`src/rtl/digit_serial_addsub_if.sv`:
```
// digit_serial_addsub_if: operand/result handshake bundle for the digit-serial adder
interface digit_serial_addsub_if #(parameter int WIDTH = 8);
  logic             start;
  logic             sub;
  logic [WIDTH-1:0] a;
  logic [WIDTH-1:0] b;
  logic             ready;
  logic             valid_out;
  logic [WIDTH:0]   result;
  logic             overflow;
  modport master (output start, sub, a, b, input ready, valid_out, result, overflow);
  modport slave  (input start, sub, a, b, output ready, valid_out, result, overflow);
endinterface

```
`src/rtl/digit_serial_addsub.sv`:
```
// digit_serial_addsub: WIDTH-bit add/subtract computed DIGIT bits per clock
module digit_serial_addsub #(
  parameter int WIDTH = 8,
  parameter int DIGIT = 2
) (
  input  logic                 clk,
  input  logic                 rst_n,
  digit_serial_addsub_if.slave bus
);
  localparam int N  = WIDTH / DIGIT;
  localparam int CW = (N > 1) ? $clog2(N) : 1;
  typedef enum logic [1:0] {IDLE, BUSY, DONE} state_t;
  state_t             state_q, state_d;
  logic [WIDTH-1:0]   a_q, a_d, b_q, b_d, acc_q, acc_d;
  logic [WIDTH:0]     res_q, res_d;
  logic               sub_q, sub_d, carry_q, carry_d, ovf_q, ovf_d;
  logic [CW-1:0]      cnt_q, cnt_d;
  logic [DIGIT-1:0]   bx;
  logic [DIGIT:0]     dsum;
  logic [WIDTH+DIGIT-1:0] cat;
  logic               cin_msb;
  assign bus.ready     = (state_q == IDLE);
  assign bus.valid_out = (state_q == DONE);
  assign bus.result    = res_q;
  assign bus.overflow  = ovf_q;
  // one digit of the ripple sum; the carry into the top bit is recovered as sum ^ a ^ b
  always_comb begin
    bx      = b_q[DIGIT-1:0] ^ {DIGIT{sub_q}};
    dsum    = {1'b0, a_q[DIGIT-1:0]} + {1'b0, bx} + {{DIGIT{1'b0}}, carry_q};
    cat     = {dsum[DIGIT-1:0], acc_q};
    cin_msb = a_q[DIGIT-1] ^ bx[DIGIT-1] ^ dsum[DIGIT-1];
  end
  // next-state and datapath updates; result/overflow only move on entry to DONE
  always_comb begin
    state_d = state_q;
    a_d     = a_q;
    b_d     = b_q;
    acc_d   = acc_q;
    res_d   = res_q;
    sub_d   = sub_q;
    carry_d = carry_q;
    ovf_d   = ovf_q;
    cnt_d   = cnt_q;
    unique case (state_q)
      IDLE: if (bus.start) begin
        state_d = BUSY;
        a_d     = bus.a;
        b_d     = bus.b;
        sub_d   = bus.sub;
        carry_d = bus.sub;
        cnt_d   = '0;
      end
      BUSY: begin
        a_d     = a_q >> DIGIT;
        b_d     = b_q >> DIGIT;
        acc_d   = cat[WIDTH+DIGIT-1:DIGIT];
        carry_d = dsum[DIGIT];
        cnt_d   = cnt_q + CW'(1);
        if (cnt_q == CW'(N - 1)) begin
          state_d = DONE;
          res_d   = {dsum[DIGIT] ^ sub_q, cat[WIDTH+DIGIT-1:DIGIT]};
          ovf_d   = cin_msb ^ dsum[DIGIT];
        end
      end
      DONE:    state_d = IDLE;
      default: state_d = IDLE;
    endcase
  end
  // state register with synchronous active-low reset clearing all state
  always_ff @(posedge clk) begin
    if (!rst_n) begin
      state_q <= IDLE;
      a_q     <= '0;
      b_q     <= '0;
      acc_q   <= '0;
      res_q   <= '0;
      sub_q   <= 1'b0;
      carry_q <= 1'b0;
      ovf_q   <= 1'b0;
      cnt_q   <= '0;
    end else begin
      state_q <= state_d;
      a_q     <= a_d;
      b_q     <= b_d;
      acc_q   <= acc_d;
      res_q   <= res_d;
      sub_q   <= sub_d;
      carry_q <= carry_d;
      ovf_q   <= ovf_d;
      cnt_q   <= cnt_d;
    end
  end
endmodule

```
`src/flat_wrapper.sv`:
```
// flat-port wrapper written by rule: the top's interface ports become plain ports
module digit_serial_addsub_flat 
#(
  parameter int WIDTH = 8,
  parameter int DIGIT = 2
)
  (clk, rst_n, bus_start, bus_sub, bus_a, bus_b, bus_ready, bus_valid_out, bus_result, bus_overflow);
  digit_serial_addsub_if #(.WIDTH(WIDTH)) bus_i ();
  input  logic clk;
  input  logic rst_n;
  input wire logic [$bits(bus_i.start)-1:0] bus_start;
  input wire logic [$bits(bus_i.sub)-1:0] bus_sub;
  input wire logic [$bits(bus_i.a)-1:0] bus_a;
  input wire logic [$bits(bus_i.b)-1:0] bus_b;
  output wire logic [$bits(bus_i.ready)-1:0] bus_ready;
  output wire logic [$bits(bus_i.valid_out)-1:0] bus_valid_out;
  output wire logic [$bits(bus_i.result)-1:0] bus_result;
  output wire logic [$bits(bus_i.overflow)-1:0] bus_overflow;
  assign bus_i.start = bus_start;
  assign bus_i.sub = bus_sub;
  assign bus_i.a = bus_a;
  assign bus_i.b = bus_b;
  assign bus_ready = bus_i.ready;
  assign bus_valid_out = bus_i.valid_out;
  assign bus_result = bus_i.result;
  assign bus_overflow = bus_i.overflow;
  digit_serial_addsub #(.WIDTH(WIDTH), .DIGIT(DIGIT)) u_core (.clk(clk), .rst_n(rst_n), .bus(bus_i));
endmodule
```
`config.mk`:
```
export PLATFORM = sky130hd
export DESIGN_NAME = digit_serial_addsub_flat
export DESIGN_NICKNAME = d
export VERILOG_FILES = /design/src/rtl/digit_serial_addsub_if.sv /design/src/rtl/digit_serial_addsub.sv /design/src/flat_wrapper.sv
export SDC_FILE = /design/constraint.sdc
export NUM_CORES = 1
export LEC_CHECK = 0
export ABC_AREA = 1
export CAP_MARGIN = 40
export CORE_ASPECT_RATIO = 0.75
export CORE_MARGIN = 4
export CORE_UTILIZATION = 45
export CTS_CLUSTER_DIAMETER = 80
export CTS_CLUSTER_SIZE = 12
export DETAILED_ROUTE_END_ITERATION = 16
export GPL_ROUTABILITY_DRIVEN = 0
export PLACE_DENSITY = 0.74
export SYNTH_ARGS = -nofsm -noshare
export SYNTH_HDL_FRONTEND = slang
export SYNTH_SLANG_ARGS = --single-unit
```
`constraint.sdc`:
```
create_clock -name clk -period 5.4 [get_ports clk]
set_input_delay 1.08 -clock clk [delete_from_list [all_inputs] [get_ports clk]]
set_output_delay 1.08 -clock clk [all_outputs]
set_load 0.03 [all_outputs]
```
# == Word level (Yosys, flattened, before mapping) ==
# Cells that the tools add are included.
# op_classes
add_sub_neg,3
eq_ne,5
muxes,11
n_bitwise,5
n_reduce_logical,6
# ops
op,n
$pmux W8 S2,2
$mux W8,2
$pmux W2 S2,2
$reduce_and A2 Y1,4
$mux W2,3
$eq A2 B2 Y1 const B,2
$xor A1 B1 Y1,4
$add A2 B2 Y3,1
$add A3 B1 Y3,1
$add A2 B1 Y2 const B,1
$eq A2 B1 Y1 const B,1
$logic_not A2 Y1,1
$ne A2 B1 Y1 const B,1
$ne A2 B2 Y1 const B,1
$pmux W1 S2,1
$reduce_bool A2 Y1,1
$xor A2 B2 Y2,1
$mux W1,1
# word_totals
reg_bits,40
inputBits,20
output_inout_bits,12
wordCells,39

# == Logic depth before layout (Yosys ltp) ==
# depth
depth_word,5
mapped_depth,10
mapped_depth_nobuf,10

# == Worst setup path before layout ==
# Ideal clock, no wire load.
# synth_path
kind,register to output
startpoint,reg u_core.state_q[1]
endpoint,out bus_valid_out
arrival_ps,864
slack_ps,3456
path_stages_with_launch,3
n_path_buf,0
cell_sequence,dfxtp_1 > inv_2 > nor2_1
# synth_between
elab_chain_len,1
# synth_rtl
element,line_no,source
from (decl),digit_serial_addsub.sv:13,"state_t state_q, state_d;"
from (signal assigned),digit_serial_addsub.sv:82,state_q <= state_d;
$eq A2 B2 Y1,digit_serial_addsub.sv:23,assign bus.valid_out = (state_q == DONE);
to (decl),flat_wrapper.sv:16,output wire logic [$bits(bus_i.valid_out)-1:0] bus_valid_out;
# Every way passes these cells.

# == Worst setup path after layout ==
# layout_path
startpoint,reg u_core.state_q[0]
endpoint,out bus_ready
# layout_between
elab_chain_len,1
# layout_rtl
element,line_no,source
$logic_not A2 Y1,digit_serial_addsub.sv:22,assign bus.ready = (state_q == IDLE);
to (decl),flat_wrapper.sv:15,output wire logic [$bits(bus_i.ready)-1:0] bus_ready;
# Every way passes these cells.

==> summary.md <==
| Metric | Value |
|---|---|
| Slowest-stage cell, CP | `clkdlybuf4s50_1` |
| Post-route DRC | `0` |
| Die width | `~80 µm` |
| Top cells by area, synth | `dfxtp_1 45%, nand2_1 16%, nor2_1 10%` |
| Initial antenna violation count | `0` |
| Syn Inst Count | `between 200 and 250` |
| Min Tclk post-route | `2.655 ns` |
| Resized cells post-CTS | `0` |
| Root cell of the clock tree | `clkbuf_8` |
| Ports | `32` |
| CP Data Arrival Time | `approximately 1.6 ns` |
| Pleak | `about 0.96 nW` |
| Worst hold path class | `flip-flop to flip-flop` |
| Placed Instances | `approximately 320` |
| Syn_area_per_cell | `~7 µm²` |
| Nets | `roughly 300` |
| # diodes | `0` |
| Pin count of the biggest net entering global routing | `30` |
| Die area | `roughly 4800 µm²` |
| CTS Buf Count | `5` |
| Crit. End Element | `primary output` |
| Pwr dens | `~280 nW/µm²` |
| CP Class | `flip-flop to primary output` |
| Hold Fails Final Rpt | `0` |
| Vias per cell | `between 4 and 5` |
| Outcome | `finished clean` |
| Layout cells sized above 1 | `5.515%` |
| Synthesized cell area | `between 1500 and 2000 µm²` |
| Setup bufs post-CTS | `0` |
| Max-Cap Viols | `0` |
| Fill cells | `about 320` |
| Site Rows | `18` |
| TritonCTS clock tree | `built` |
| Final wirelength | `3414 µm` |
| Port bufs | `31` |
| Critical path data required time | `4.32 ns` |
| Wire length per cell | `about 11 µm` |
| Post-DRT Antenna Nets | `0` |
| Clock skew | `between 0.005 and 0.006 ns` |
| RSZ-0062 raised after global routing | `false` |
| Part of the cycle the worst path needs | `approximately half` |
| CP cell instances | `nor2_1 -> clkdlybuf4s50_1` |
| Commonest non-fill, non-tap cell in the layout | `nand2_1` |
| Post-synthesis register bit count | `38` |
| Buf/Inv on CP | `1` |
| DR pass1 iterations | `4` |
| Die height | `60.90 µm` |
| Fin util | `between 60% and 70%` |
| Synth cell types | `20` |
| DR iter-0 viols | `between 100 and 150` |
| Slew HR | `~68%` |
| Grt ovf | `0` |
| Top cell type's share of synthesized area | `45.31%` |
| Kind of start point of the critical path | `flip-flop` |
| Vias | `1,492` |
| Max VDD drop | `approximately 0.16 mV` |
| Worst skew pair latency | `0.29 ns` |
| Crit-path leading delay family | `buffers and inverters` |
| Max Clock Freq | `between 300 and 400 MHz` |
| Actual slew at the worst max-slew pin | `just under 0.5 ns` |
| Slew Viols, Final | `0` |
| Vias in the first global route | `~1.3k` |
| Clk sink count | `38` |
| Post-DP HPWL | `between 2000 and 2500 µm` |
| H-tree depth | `2` |
| Commonest cells after routing, fill and taps aside | `72 x nand2_1, 46 x nor2_1, 38 x dfxtp_1, 31 x clkdlybuf4s50_1, 21 x inv_1` |
| Mapped Nets | `approximately 270` |
| First-pass GRT wire length | `around 5700 µm` |
| Biggest area consumer among synthesized cells | `dfxtp_1` |
| Critical path peak fanout | `5` |
| Overall power | `around 600 µW` |
| Sequential share of the synthesized area | `approximately 45%` |
| CTS Buffer Depth | `2` |
| Area grow syn2layout | `25.34%` |
| CTS clock-pin slew for the worst setup and hold paths | `0.07 ns` |
| Setup-failing EPs final | `0` |
| Non-filler cells in the finished layout | `about 320` |
| Yosys warnings | `0` |
| Starting density of the core | `48.73%` |
| Core Area | `between 3000 and 4000 µm²` |
| Setup TNS | `0 ns` |
| Worst hold slack | `between 0.4 and 0.5 ns` |
| Total Routing Usage GR | `between 10% and 20%` |
| Worst path max stage delay | `~0.70 ns` |
| Cts-stage hold buffer count | `0` |
==> layer usage <==
metal / share of wire, % / vias to the layer above / track usage (%)
met4: 1.6 / 0 / 5.985
met3: 7.4 / 6 / 5.045
met2: 41 / 39 / 23.10
met5: 0 / - / 0
li1: - / 796 / -
met1: 50 / 651 / 21.42
==> power by group <==
group / switching [mW] / total, mW / internal (mW)
sequential: 0.00983 / 0.307 / 0.297
combinational: 0.0589 / 0.103 / 0.0440
clock: 0.0906 / 0.179 / 0.0888
==> final timing paths <==
path	to	start	cells after the start	slack, ns
min reg2reg	u_core.b_q[7]	u_core.b_q[7]	2	0.47
min	u_core.b_q[7]	u_core.b_q[7]	2	0.47
max	bus_ready	u_core.state_q[0]	2	2.74
max reg2reg	u_core.bus.overflow	u_core.sub_q	10	3.40
==> stage by stage <==
step,cell area [µm²],worst slack (ns)
after floorplan,1679,3.456
after global placement,2013,2.640
after detailed placement,2028,2.895
after CTS,2105,2.729
after global routing,2105,2.656
final,2105,2.745
==> cell families (layout without fill, tap and decap cells) <==
kind of cell             count (synthesis)  count (layout)  share of synthesized area (%)
AO/OA/AOI/OAI                           32              32                          9.538
XOR/XNOR                                 3               3                          1.565
adder cells (fa/ha/maj)                  4               4                          3.875
buffers and inverters                   34              65                          8.569
flip-flops                              38              38                          45.31
AND/OR/NAND/NOR                        130             130                          31.15
==> synthesized netlist by cell type <==
library cell,instances
o21ai_0,9
a21oi_1,11
ha_1,2
o21ai_1,12
nor2_4,2
dfxtp_1,38
nand2_2,1
xor2_1,3
nand3_1,8
nand2_4,1
clkinv_1,1
nand2_1,72
buf_4,3
clkbuf_1,1
inv_1,21
inv_2,3
fa_1,2
buf_2,4
nor2_1,46
buf_1,1
==> state kept, by name, indices dropped and copies added (netlist names) <==
register and count:
u_core.carry_q 1, u_core.a_q 8, u_core.sub_q 1, u_core.bus.result 9, u_core.state_q 2, u_core.acc_q 6
u_core.b_q 8, u_core.cnt_q 2, u_core.bus.overflow 1
==> final cells by class <==
| cell class | count | area [µm²] | area share (%) |
|---|---|---|---|
| clock buffers | 7 | 76.32 | 3.627 |
| flip-flops and latches | 38 | 760.7 | 36.15 |
| inverters | 25 | 93.84 | 4.459 |
| well taps | 50 | 62.56 | 2.973 |
| repair buffers | 33 | 332.8 | 15.81 |
| multi-input cells | 169 | 778.2 | 36.98 |
==> worst reg2reg max path, cell delays in order (launching register included) <==
cell and delay (ns):
dfxtp_1 0.36, xor2_1 0.19, fa_1 0.40, fa_1 0.54, inv_1 0.07, nand2_1 0.08
nand2_1 0.06, nand2_1 0.05, nand3_1 0.07, nand2_1 0.06, inv_1 0.03
Note: power is estimated with default switching activity, not from simulation.
